### config.mk
export PLATFORM = sky130hd
export DESIGN_NAME = boid_frame_writer
export DESIGN_NICKNAME = d
export VERILOG_FILES = /design/src/rtl/boid_frame_writer.sv
export SDC_FILE = /design/constraint.sdc
export NUM_CORES = 1
export LEC_CHECK = 0
export ABC_AREA = 1
export BUFFER_PORTS_ARGS = -buffer_cell sky130_fd_sc_hd__buf_4
export CORE_MARGIN = 5
export CORE_UTILIZATION = 55
export CTS_BUF_LIST = sky130_fd_sc_hd__clkbuf_16
export CTS_CLUSTER_DIAMETER = 60
export DETAILED_ROUTE_END_ITERATION = 7
export PLACE_DENSITY = 0.79
export SLEW_MARGIN = 25
export SYNTH_ARGS = -nofsm -noshare
export SYNTH_HDL_FRONTEND = slang
export SYNTH_SLANG_ARGS = --single-unit
### constraint.sdc
create_clock -name clk -period 10.3 [get_ports clk]
set_input_delay 1.03 -clock clk [delete_from_list [all_inputs] [get_ports clk]]
set_output_delay 1.03 -clock clk [all_outputs]
set_load 0.02 [all_outputs]
### src/rtl/boid_frame_writer.sv
// Frame write engine for the 1-bit boid framebuffer: clears the whole buffer
// on each frame-end strobe, then plots every boid as a clipped 2x2 block.
module boid_frame_writer #(
   parameter int NUM_BOIDS  = 32,
   parameter int FB_WIDTH   = 320,
   parameter int FB_HEIGHT  = 240,
   parameter int ADDR_WIDTH = 20
) (
   input  logic                  clk,
   input  logic                  reset,
   input  logic                  screenEnd,
   output logic [7:0]            pos_read_index,
   input  logic [8:0]            pos_read_x,
   input  logic [7:0]            pos_read_y,
   output logic [ADDR_WIDTH-1:0] boid_write_address,
   output logic                  boid_write_data,
   output logic                  boid_write_enable,
   output logic                  busy,
   output logic                  frame_done,
   output logic                  overrun
);

   typedef enum logic [2:0] {S_IDLE, S_CLEAR, S_FETCH, S_WAIT, S_PLOT, S_DONE} state_t;

   localparam logic [ADDR_WIDTH-1:0] LAST_ADDR = ADDR_WIDTH'(FB_WIDTH * FB_HEIGHT - 1);
   localparam logic [ADDR_WIDTH-1:0] WIDTH_A   = ADDR_WIDTH'(FB_WIDTH);
   localparam logic [9:0]            WIDTH_X   = 10'(FB_WIDTH);
   localparam logic [8:0]            HEIGHT_Y  = 9'(FB_HEIGHT);
   localparam logic [7:0]            LAST_BOID = 8'(NUM_BOIDS - 1);

   state_t                  state_q, state_d;
   logic                    screen_end_q, screen_end_d;
   logic [ADDR_WIDTH-1:0]   clr_q, clr_d;
   logic [7:0]              idx_q, idx_d;
   logic [1:0]              sub_q, sub_d;
   logic [8:0]              x_q, x_d;
   logic [7:0]              y_q, y_d;
   logic [7:0]              index_q, index_d;
   logic [ADDR_WIDTH-1:0]   addr_q, addr_d;
   logic                    data_q, data_d;
   logic                    we_q, we_d;
   logic                    busy_q, busy_d;
   logic                    done_q, done_d;
   logic                    overrun_q, overrun_d;
   logic                    start;
   logic [9:0]              px;
   logic [8:0]              py;

   function automatic logic [ADDR_WIDTH-1:0] pixel_addr(input logic [9:0] xx,
                                                        input logic [8:0] yy);
      return ADDR_WIDTH'(yy) * WIDTH_A + ADDR_WIDTH'(xx);
   endfunction

   always_comb begin
      start        = screenEnd & ~screen_end_q;
      screen_end_d = screenEnd;
      state_d      = state_q;
      clr_d        = clr_q;
      idx_d        = idx_q;
      sub_d        = sub_q;
      x_d          = x_q;
      y_d          = y_q;
      overrun_d    = overrun_q | (start & (state_q != S_IDLE));

      unique case (state_q)
         S_IDLE: begin
            if (start) begin
               state_d = S_CLEAR;
               clr_d   = '0;
            end
         end
         S_CLEAR: begin
            if (clr_q == LAST_ADDR) begin
               state_d = S_FETCH;
               idx_d   = '0;
            end else begin
               clr_d = clr_q + 1'b1;
            end
         end
         S_FETCH: state_d = S_WAIT;
         S_WAIT: begin
            // Position store answers one cycle after the index was presented.
            x_d     = pos_read_x;
            y_d     = pos_read_y;
            sub_d   = '0;
            state_d = S_PLOT;
         end
         S_PLOT: begin
            if (sub_q == 2'd3) begin
               if (idx_q == LAST_BOID) begin
                  state_d = S_DONE;
               end else begin
                  idx_d   = idx_q + 1'b1;
                  state_d = S_FETCH;
               end
            end else begin
               sub_d = sub_q + 1'b1;
            end
         end
         S_DONE:  state_d = S_IDLE;
         default: state_d = S_IDLE;
      endcase

      // Outputs are decoded from the next state so they land in registers.
      px        = {1'b0, x_d} + {9'd0, sub_d[0]};
      py        = {1'b0, y_d} + {8'd0, sub_d[1]};
      index_d   = '0;
      addr_d    = '0;
      data_d    = 1'b0;
      we_d      = 1'b0;
      busy_d    = (state_d != S_IDLE);
      done_d    = (state_d == S_DONE);

      unique case (state_d)
         S_CLEAR: begin
            we_d   = 1'b1;
            addr_d = clr_d;
         end
         S_FETCH, S_WAIT: index_d = idx_d;
         S_PLOT: begin
            index_d = idx_d;
            data_d  = 1'b1;
            addr_d  = pixel_addr(px, py);
            we_d    = (px < WIDTH_X) && (py < HEIGHT_Y);
         end
         default: ;
      endcase
   end

   always_ff @(posedge clk) begin
      if (reset) begin
         state_q      <= S_IDLE;
         screen_end_q <= 1'b0;
         clr_q        <= '0;
         idx_q        <= '0;
         sub_q        <= '0;
         index_q      <= '0;
         addr_q       <= '0;
         data_q       <= 1'b0;
         we_q         <= 1'b0;
         busy_q       <= 1'b0;
         done_q       <= 1'b0;
         overrun_q    <= 1'b0;
      end else begin
         state_q      <= state_d;
         screen_end_q <= screen_end_d;
         clr_q        <= clr_d;
         idx_q        <= idx_d;
         sub_q        <= sub_d;
         index_q      <= index_d;
         addr_q       <= addr_d;
         data_q       <= data_d;
         we_q         <= we_d;
         busy_q       <= busy_d;
         done_q       <= done_d;
         overrun_q    <= overrun_d;
      end
   end

   always_ff @(posedge clk) begin
      x_q <= x_d;
      y_q <= y_d;
   end

   assign pos_read_index     = index_q;
   assign boid_write_address = addr_q;
   assign boid_write_data    = data_q;
   assign boid_write_enable  = we_q;
   assign busy               = busy_q;
   assign frame_done         = done_q;
   assign overrun            = overrun_q;

endmodule

* Word level (Yosys, flattened, before mapping) *
Cells that the tools add are included.

word-level totals
  bits of input ports = 20
  register bits = 84
  output and inout port bits = 33
  word-level logic and storage cells = 65

cells by class
  eq/ne operators = 12
  reduce and logical (&&, ||, !) cells = 6
  bitwise gates (word level) = 5
  magnitude comparators = 2
  multiplexer cells = 19
  add/sub/neg operators = 6
  multiply operators = 1

operators by type and width
  kind                   number
  $pmux 20 s2            2
  $mux 20                2
  $mux 8                 4
  $add 20x1->20 const B  1
  $eq 20x17->1 const B   1
  $add 18x10->19         1
  $pmux 8 s2             1
  $pmux 3 s5             1
  $eq 3x2->1 const B     4
  $mul 9x3->12 const B   1
  $mux 3                 4
  $add 9x1->10           1
  $lt 10x9->1 const B    1
  $add 8x1->9            1
  $eq 3x3->1 const B     3
  $lt 9x8->1 const B     1
  $mux 9                 1
  $add 8x1->8 const B    1
  $eq 8x5->1 const B     1
  $eq 3x1->1 const B     2
  $reduce_bool 3->1      2
  $pmux 2 s2             1
  $logic_not 3->1        1
  $reduce_or 3->1        1
  10 further kinds       12

* Logic depth before layout (Yosys ltp) *
Gate-level depths: netlist of run 1.

  depth after elaboration = 8
  gate-level depth with buffers = 28
  gate-level depth less buffers = 27

* Worst setup path after synthesis of run 1 *
No wires, ideal clock.

  path kind = input to register
  start point = input pos_read_y[0]
  end point = register addr_q[16] (netlist: boid_write_address[16])
  required time = 10.187 ns
  arrival = 3.584 ns
  path slack = 6.603 ns
  path buffers = 0
  cell stages on the path = 18
  cells stage by stage = nand2_1 > nand2_1 > ha_1 > nand3_1 > nor2_2 > xor2_1 > ha_1 > ha_1 > ha_1 > nand2_1 > o21ai_0 > nand3_1 > nand3b_1 > nand3b_1 > inv_1 > nand2_1 > nand3_1 > nand2_1

on the way
  longest elaborated chain between the ends = 5

ends and longest elaborated chain
  item                  RTL line  text
  start, declared       14        input logic [7:0] pos_read_y,
  $mux 8                65        unique case (state_q)
  net y_d[0]            37        logic [7:0] y_q, y_d;
  $add 8x1->9           106       py = {1'b0, y_d} + {8'd0, sub_d[1]};
  $mul 9x3->12          51        return ADDR_WIDTH'(yy) * WIDTH_A + ADDR_WIDTH'(xx);
  $add 18x10->19        51
  $pmux 20 s2           114       unique case (state_d)
  end signal, assigned  151       addr_q <= addr_d;
  end, declared         39        logic [ADDR_WIDTH-1:0] addr_q, addr_d;

The timed path passes the listed nets, and every way through them passes these cells.
A chain may end at the register's enable or synchronous reset.

* Worst setup path in the final report of run 1 *
  start point = register state_q[0]
  end point = register addr_q[16] (netlist: boid_write_address[16])

on the way
  longest elaborated chain between the ends = 6
  elaborated cells between the ends (all ways) = 20
  classes of those cells = add/sub: 3; mul: 1; eq/ne: 6; mux: 9; reduce/logical: 1

ends and longest elaborated chain
  item                    RTL line  text
  start, declared         31        state_t state_q, state_d;
  start signal, assigned  145       state_q <= state_d;
  $eq 3x2->1              65
  $mux 8                  65
  net y_d[0]              37
  $add 8x1->9             106
  $mul 9x3->12            51
  $add 18x10->19          51
  $pmux 20 s2             114

The timed path passes the listed nets, and every way through them passes these cells.

==> results of run 1 <==
cell families after synthesis:
kind of cell    after synthesis  synth area share
buf+inv                     123             0.103
xor+xnor                     21            0.0376
compound gates               98             0.115
flops                        84             0.343
simple gates                348             0.337
fa+ha+maj                    24            0.0644
synth_stat cells, drive strengths merged, types with 3 or more instances:
cell,number
ha,22
nor3,7
nor2,78
buf,8
nand3,47
clkbuf,3
a21oi,30
o21ai,48
nand4,15
or2,3
a211oi,3
xor2,14
xnor2,7
nand3b,6
o211ai,3
nand2,189
dfxtp,84
inv,110
metal layers:
layer	global-route usage	wire (µm)	part of all wire
met1	0.282	5270	0.44
met2	0.388	5760	0.48
met5	0	0	0
met3	0.0385	758	0.063
met4	0.0870	322	0.027
worst min-delay path: stages, from the launching register on:
cell and delay, ns:
sky130_fd_sc_hd__dfxtp_1 0.31, sky130_fd_sc_hd__nand2_1 0.06, sky130_fd_sc_hd__a21oi_1 0.05
how the worst max path moves through the flow:
| stage | start | to | depth (start not counted) |
|---|---|---|---|
| 3_3_place_gp | state_q[0] | boid_write_address[16] | 20 |
| 5_1_grt | state_q[0] | boid_write_address[16] | 20 |
| 3_5_place_dp | state_q[0] | boid_write_address[16] | 20 |
| 6_report | state_q[0] | boid_write_address[16] | 20 |
| 2_1_floorplan | pos_read_y[0] | boid_write_address[16] | 18 |
| 4_1_cts | state_q[0] | boid_write_address[16] | 20 |
where the power goes:
part / switching, mW / leakage (nW) / internal [mW] / total (mW)
logic: 0.0758 / 1.94 / 0.0440 / 0.120
registers: 0.00351 / 0.681 / 0.331 / 0.335
clock network: 0.147 / 0.173 / 0.241 / 0.389
total: 0.227 / 2.80 / 0.617 / 0.843
area by class of cell:
| class | instances | area, µm² | area share |
|---|---|---|---|
| Multi-Input combinational cell | 491 | 2710 | 0.476 |
| Sequential cell | 84 | 1680 | 0.295 |
| Inverter | 112 | 425 | 0.0747 |
| Timing Repair Buffer | 52 | 390 | 0.0685 |
| Clock buffer | 9 | 225 | 0.0395 |
| Tap cell | 108 | 135 | 0.0237 |
| Clock inverter | 7 | 128 | 0.0224 |
sequential cells by signal, indices dropped and copies added (netlist names), 2 cells and up:
register and count:
boid_write_address 20, clr_q 20, idx_q 8, pos_read_index 8
state_q 3, sub_q 2, x_q 9, y_q 8
==> results.json, run 1 <==
{
  "fp.dieArea_um2": 10900,
  "critical-path-top-delay-family": "simple AND/OR/NAND/NOR gates",
  "drt_wl_total_um": 12100,
  "worstPathRequired_ns": 10.54,
  "period_needed_ns": 4.31,
  "fmaxAchievable_mhz": 232,
  "tightestPinTransition_ns": 0.720,
  "htree_levels": 3,
  "dr.first_iter.drc_count": 278,
  "holdBufCountCts": 0,
  "grt_util_all_layers": 0.226,
  "finalHoldWorstSlack_ns": 0.471,
  "syn_area_per_cell_um2": 7.02,
  "finalNetCount": 794,
  "core_um2": 8720,
  "post-place-cells": 847,
  "number_of_enable_type_register_cells_in_the_synthesized_netlist": 0,
  "grt_setup_unrepaired": "no",
  "synth_top_cell_area_share": 0.343,
  "rrSetupSlack_ns": 5.99,
  "gpl_congestion": 0.903,
  "worst_hold_path.endpoint": "clr_q[19]",
  "cts-root-buf": "sky130_fd_sc_hd__clkbuf_16",
  "timing.final.ws_setup_ns": 5.99,
  "fp-row-count": 34,
  "synth_warnings": 0,
  "number_of_inserted_diodes": 0,
  "cts_tree": "yes",
  "area_delta_synth_final_pct": 16.3,
  "ioPinCount": 53,
  "run_status": "completed",
  "fillerInstances": 781,
  "worst_hold_path_type": "register to register",
  "place.port_buffers": 52,
  "yosys_register_bits": 84,
  "post-dp-hpwl_um": 9150,
  "timing.clock.skew_ns": 0.00949,
  "most_used_cells_in_the_layout_excluding_fill_and_tap_cells": "sky130_fd_sc_hd__nand2_1, sky130_fd_sc_hd__inv_1, sky130_fd_sc_hd__dfxtp_1",
  "slowest_delay_ns": 0.57,
  "endpoint_kind": "register",
  "final_min_period_over_clock_period": 0.418,
  "peakVddDrop_uv": 97.5,
  "layoutNonFillerInstCount": 863,
  "cts-buffers-inserted": 9,
  "worstSetupPathType": "register to register",
  "slew_headroom": 0.518,
  "power-per-cell-area_nw_per_um2": 148,
  "grt_pass1_wl_um": 20800,
  "path_max_fanout": 11,
  "syn-num-nets": 742,
  "via_count_of_the_first_global_routing_pass": 4571,
  "syn_inst": 698,
  "drt_pass1_iterations": 4,
  "report.final.slew_viol_count": 0,
  "drive_gt1_frac": 0.172,
  "cts_num_sinks": 84,
  "worst_setup_hold_path_clk_slew_ns": 0.07,
  "vias_per_cell": 5.32,
  "hold_violations": 0,
  "hold_start": "clr_q[19]",
  "overflow": 0,
  "synth_flop_type": "sky130_fd_sc_hd__dfxtp_1",
  "slowest_stage": "sky130_fd_sc_hd__nor2_1",
  "initial_utilization": 0.562,
  "final_instance_area_um2": 5700,
  "mostFrequentLayoutCell": "sky130_fd_sc_hd__nand2_1",
  "route.detailed.wl_per_inst_um": 14.0,
  "routed-via-count": 4589,
  "worstSkewPairLatency_ns": 0.35,
  "asyncSetResetFlopFracSynth": 0,
  "report.final.setup_viol": 0,
  "die_h_um": 104,
  "total_power_mw": 0.843,
  "post_cts.resized_instances": 0,
  "critPathLaunchType": "register",
  "r2r_end": "boid_write_address[16]",
  "synth_sequential_area_ratio": 0.343,
  "cellLeakagePower_nw": 2.80,
  "grt_antenna_before_repair": 0,
  "drv.max_cap_violation_count": 0,
  "drc_errors": 0,
  "worst_r2r_startpoint": "state_q[0]",
  "final_util": 0.653,
  "r2r.worst_path.cells": 20,
  "worst_ep_arrival_time_ns": 4.55,
  "yosysUniqueCellTypes": 48,
  "whs_path_depth": 2,
  "post_placement_worst_setup_slack_ns": 6.04,
  "post_synth_instance_area_um2": 4900,
  "largest_net_degree_at_the_start_of_global_routing": 30,
  "clock_path_buffers": 2,
  "cp_num_buf_inv": 1,
  "synth_top_cell_by_area": "sky130_fd_sc_hd__dfxtp_1",
  "die_width_um": 104,
  "cp_cell_sequence": "nand2_1, nor2_1, nand2_1, nand2_1, ha_1, nand3_1, nor2_2, xor2_1, ha_1, ha_1, ha_1, nand2_1, o21ai_0, nand3_1, nand3b_1, nand3b_1, inv_1, nand2_1, nand3_1, nand2_1",
  "post-cts-setup-buffer-count": 0,
  "finalSetupTns_ns": 0,
  "timing.critical_path.mode_cell": "sky130_fd_sc_hd__nand2_1",
  "ys_top_cells_by_area": "sky130_fd_sc_hd__dfxtp_1, sky130_fd_sc_hd__nand2_1, sky130_fd_sc_hd__inv_1",
  "detail-route-antenna-nets": 0,
  "placed_cell_area_um2": 5340
}
(Power assumes the default switching activity.)
==> inputs of run 2 (changes only) <==
Clock period 10.3 ns to 4 ns, I/O delays scaled along.
==> run 2 against run 1 <==
  * First-iteration DRC count shrank 18%
  * Clock power grew 120%
  * Non-clock buffer count grew 13
  * Flip-flop and latch count is the same
  * Highest routed layer unchanged
  * Routed wire length grew 3.6%
  * Core utilization up 0.96 points
==> results.json, run 2 (synthesized netlist as in run 1, its figures left out) <==
{
  "final_min_period_over_clock_period": 0.936,
  "critPathLaunch": "state_q[1]",
  "cts_num_sinks": 84,
  "htree_levels": 3,
  "drt_wl_total_um": 12600,
  "overflow": 0,
  "drive_gt1_frac": 0.197,
  "layoutNonFillerInstCount": 876,
  "route.detailed.wl_per_inst_um": 14.3,
  "gpl_congestion": 0.978,
  "path_max_fanout": 7,
  "worst_ep_arrival_time_ns": 3.98,
  "peakVddDrop_uv": 277,
  "detail-route-antenna-nets": 0,
  "fmaxAchievable_mhz": 267,
  "rrSetupSlack_ns": 0.26,
  "worstSetupPathType": "register to register",
  "critPathLaunchType": "register",
  "run_status": "completed",
  "r2r_end": "boid_write_address[16]",
  "drt_pass1_iterations": 4,
  "largest_net_degree_at_the_start_of_global_routing": 30,
  "r2r.worst_path.cells": 21,
  "die_width_um": 104,
  "fp-row-count": 34,
  "cellLeakagePower_nw": 2.85,
  "place.port_buffers": 52,
  "cts-root-buf": "sky130_fd_sc_hd__clkbuf_16",
  "clock_path_buffers": 2,
  "mostFrequentLayoutCell": "sky130_fd_sc_hd__nand2_1",
  "most_used_cells_in_the_layout_excluding_fill_and_tap_cells": "sky130_fd_sc_hd__nand2_1, sky130_fd_sc_hd__inv_1, sky130_fd_sc_hd__dfxtp_1",
  "report.final.slew_viol_count": 0,
  "die_h_um": 104,
  "drv.max_cap_violation_count": 0,
  "hold_violations": 0,
  "core_um2": 8720,
  "initial_utilization": 0.562,
  "fp.dieArea_um2": 10900,
  "timing.final.ws_setup_ns": 0.257,
  "finalHoldWorstSlack_ns": 0.278,
  "cts-buffers-inserted": 9,
  "grt_antenna_before_repair": 0,
  "critical_path.endpoint": "boid_write_address[16]",
  "period_needed_ns": 3.74,
  "worst_setup_hold_path_clk_slew_ns": 0.06,
  "ioPinCount": 53,
  "dr.first_iter.drc_count": 228,
  "drc_errors": 0,
  "tightestPinTransition_ns": 0.536,
  "report.final.setup_viol": 0,
  "vias_per_cell": 5.38,
  "post-dp-hpwl_um": 9500,
  "via_count_of_the_first_global_routing_pass": 4386,
  "timing.clock.skew_ns": 0.00867,
  "cts_tree": "yes",
  "worst_hold_path_type": "primary input to register",
  "area_delta_synth_final_pct": 18.0,
  "endpoint_kind": "register",
  "number_of_inserted_diodes": 0,
  "worstPathRequired_ns": 4.23,
  "worstSkewPairLatency_ns": 0.34,
  "total_power_mw": 2.05,
  "finalNetCount": 807,
  "routed-via-count": 4710,
  "worst_r2r_startpoint": "state_q[1]",
  "slew_headroom": 0.641,
  "final_util": 0.663,
  "grt_pass1_wl_um": 20300,
  "post-place-cells": 852,
  "grt_util_all_layers": 0.224,
  "post_placement_worst_setup_slack_ns": 0.0390,
  "power-per-cell-area_nw_per_um2": 355
}
-- run 2: cell count changes in the layout (fill, tap and decap cells not counted), sizes merged --
cell	previous run	this run
inv	114	115
clkinv	2	3
buf	52	65
bufinv	3	1
-- run 2: metrics by stage --
step / instance area [µm²] / setup TNS [ns]
floorplan: 4900 / 0
global placement: 5380 / 0
detailed placement: 5380 / 0
CTS: 5690 / 0
global route: 5780 / -0.137
finish: 5780 / 0
-- run 2: worst min-delay path by stage --
stage          slack (ns)          start  depth (start not counted)      endpoint
6_report             0.28      screenEnd                          3  screen_end_q
5_1_grt              0.29  pos_read_x[0]                          3        x_q[0]
4_1_cts              0.28      screenEnd                          3  screen_end_q
3_5_place_dp         0.45         y_q[0]                          2        y_q[0]
3_3_place_gp         0.44         y_q[0]                          2        y_q[0]
2_1_floorplan        0.43         x_q[0]                          2        x_q[0]
-- run 2: power breakdown --
group | leakage, nW | switching (mW) | internal [mW] | total, mW
registers | 0.683 | 0.00775 | 0.853 | 0.861
clock network | 0.153 | 0.366 | 0.496 | 0.862
logic | 2.01 | 0.205 | 0.122 | 0.327
-- run 2: critical path, stage by stage, from the launching register on --
cell	delay, ns
sky130_fd_sc_hd__dfxtp_4	0.37
sky130_fd_sc_hd__inv_1	0.14
sky130_fd_sc_hd__nand2_2	0.11
sky130_fd_sc_hd__nor2_4	0.18
sky130_fd_sc_hd__nand2_1	0.11
sky130_fd_sc_hd__nand2_1	0.09
sky130_fd_sc_hd__ha_1	0.19
sky130_fd_sc_hd__nand3_1	0.10
sky130_fd_sc_hd__nor2_2	0.13
sky130_fd_sc_hd__xor2_1	0.24
sky130_fd_sc_hd__ha_1	0.28
sky130_fd_sc_hd__ha_1	0.30
sky130_fd_sc_hd__ha_1	0.34
sky130_fd_sc_hd__nand2_1	0.09
sky130_fd_sc_hd__o21ai_2	0.15
sky130_fd_sc_hd__nand3_1	0.11
sky130_fd_sc_hd__nand3b_1	0.22
sky130_fd_sc_hd__nand3b_1	0.23
sky130_fd_sc_hd__inv_1	0.07
sky130_fd_sc_hd__nand2_1	0.04
sky130_fd_sc_hd__nand3_1	0.09
sky130_fd_sc_hd__nand2_1	0.04
-- run 2: routing by layer --
layer / up-vias / share of wire / global-route usage
met3: 28 / 0.059 / 0.0354
met2: 150 / 0.49 / 0.385
met4: 0 / 0.021 / 0.0860
met5: - / 0 / 0
met1: 2164 / 0.43 / 0.280
li1: 2368 / - / -
-- run 2: repair_timing --
item,in CTS,in global routing
resized for setup,0,13
endpoints found under the setup margin,0,5
hold buffers,0,0
buffers inserted,0,8
endpoints found under the hold margin,0,0
-- run 2: area by class of cell --
type / instances / area [µm²]
inverter: 112 / 425
tap: 108 / 135
clock buffer: 9 / 225
timing repair buffer: 65 / 492
fill: 778 / 2940
clock inverter: 7 / 81.3
sequential: 84 / 1690
multi-input combinational: 491 / 2730
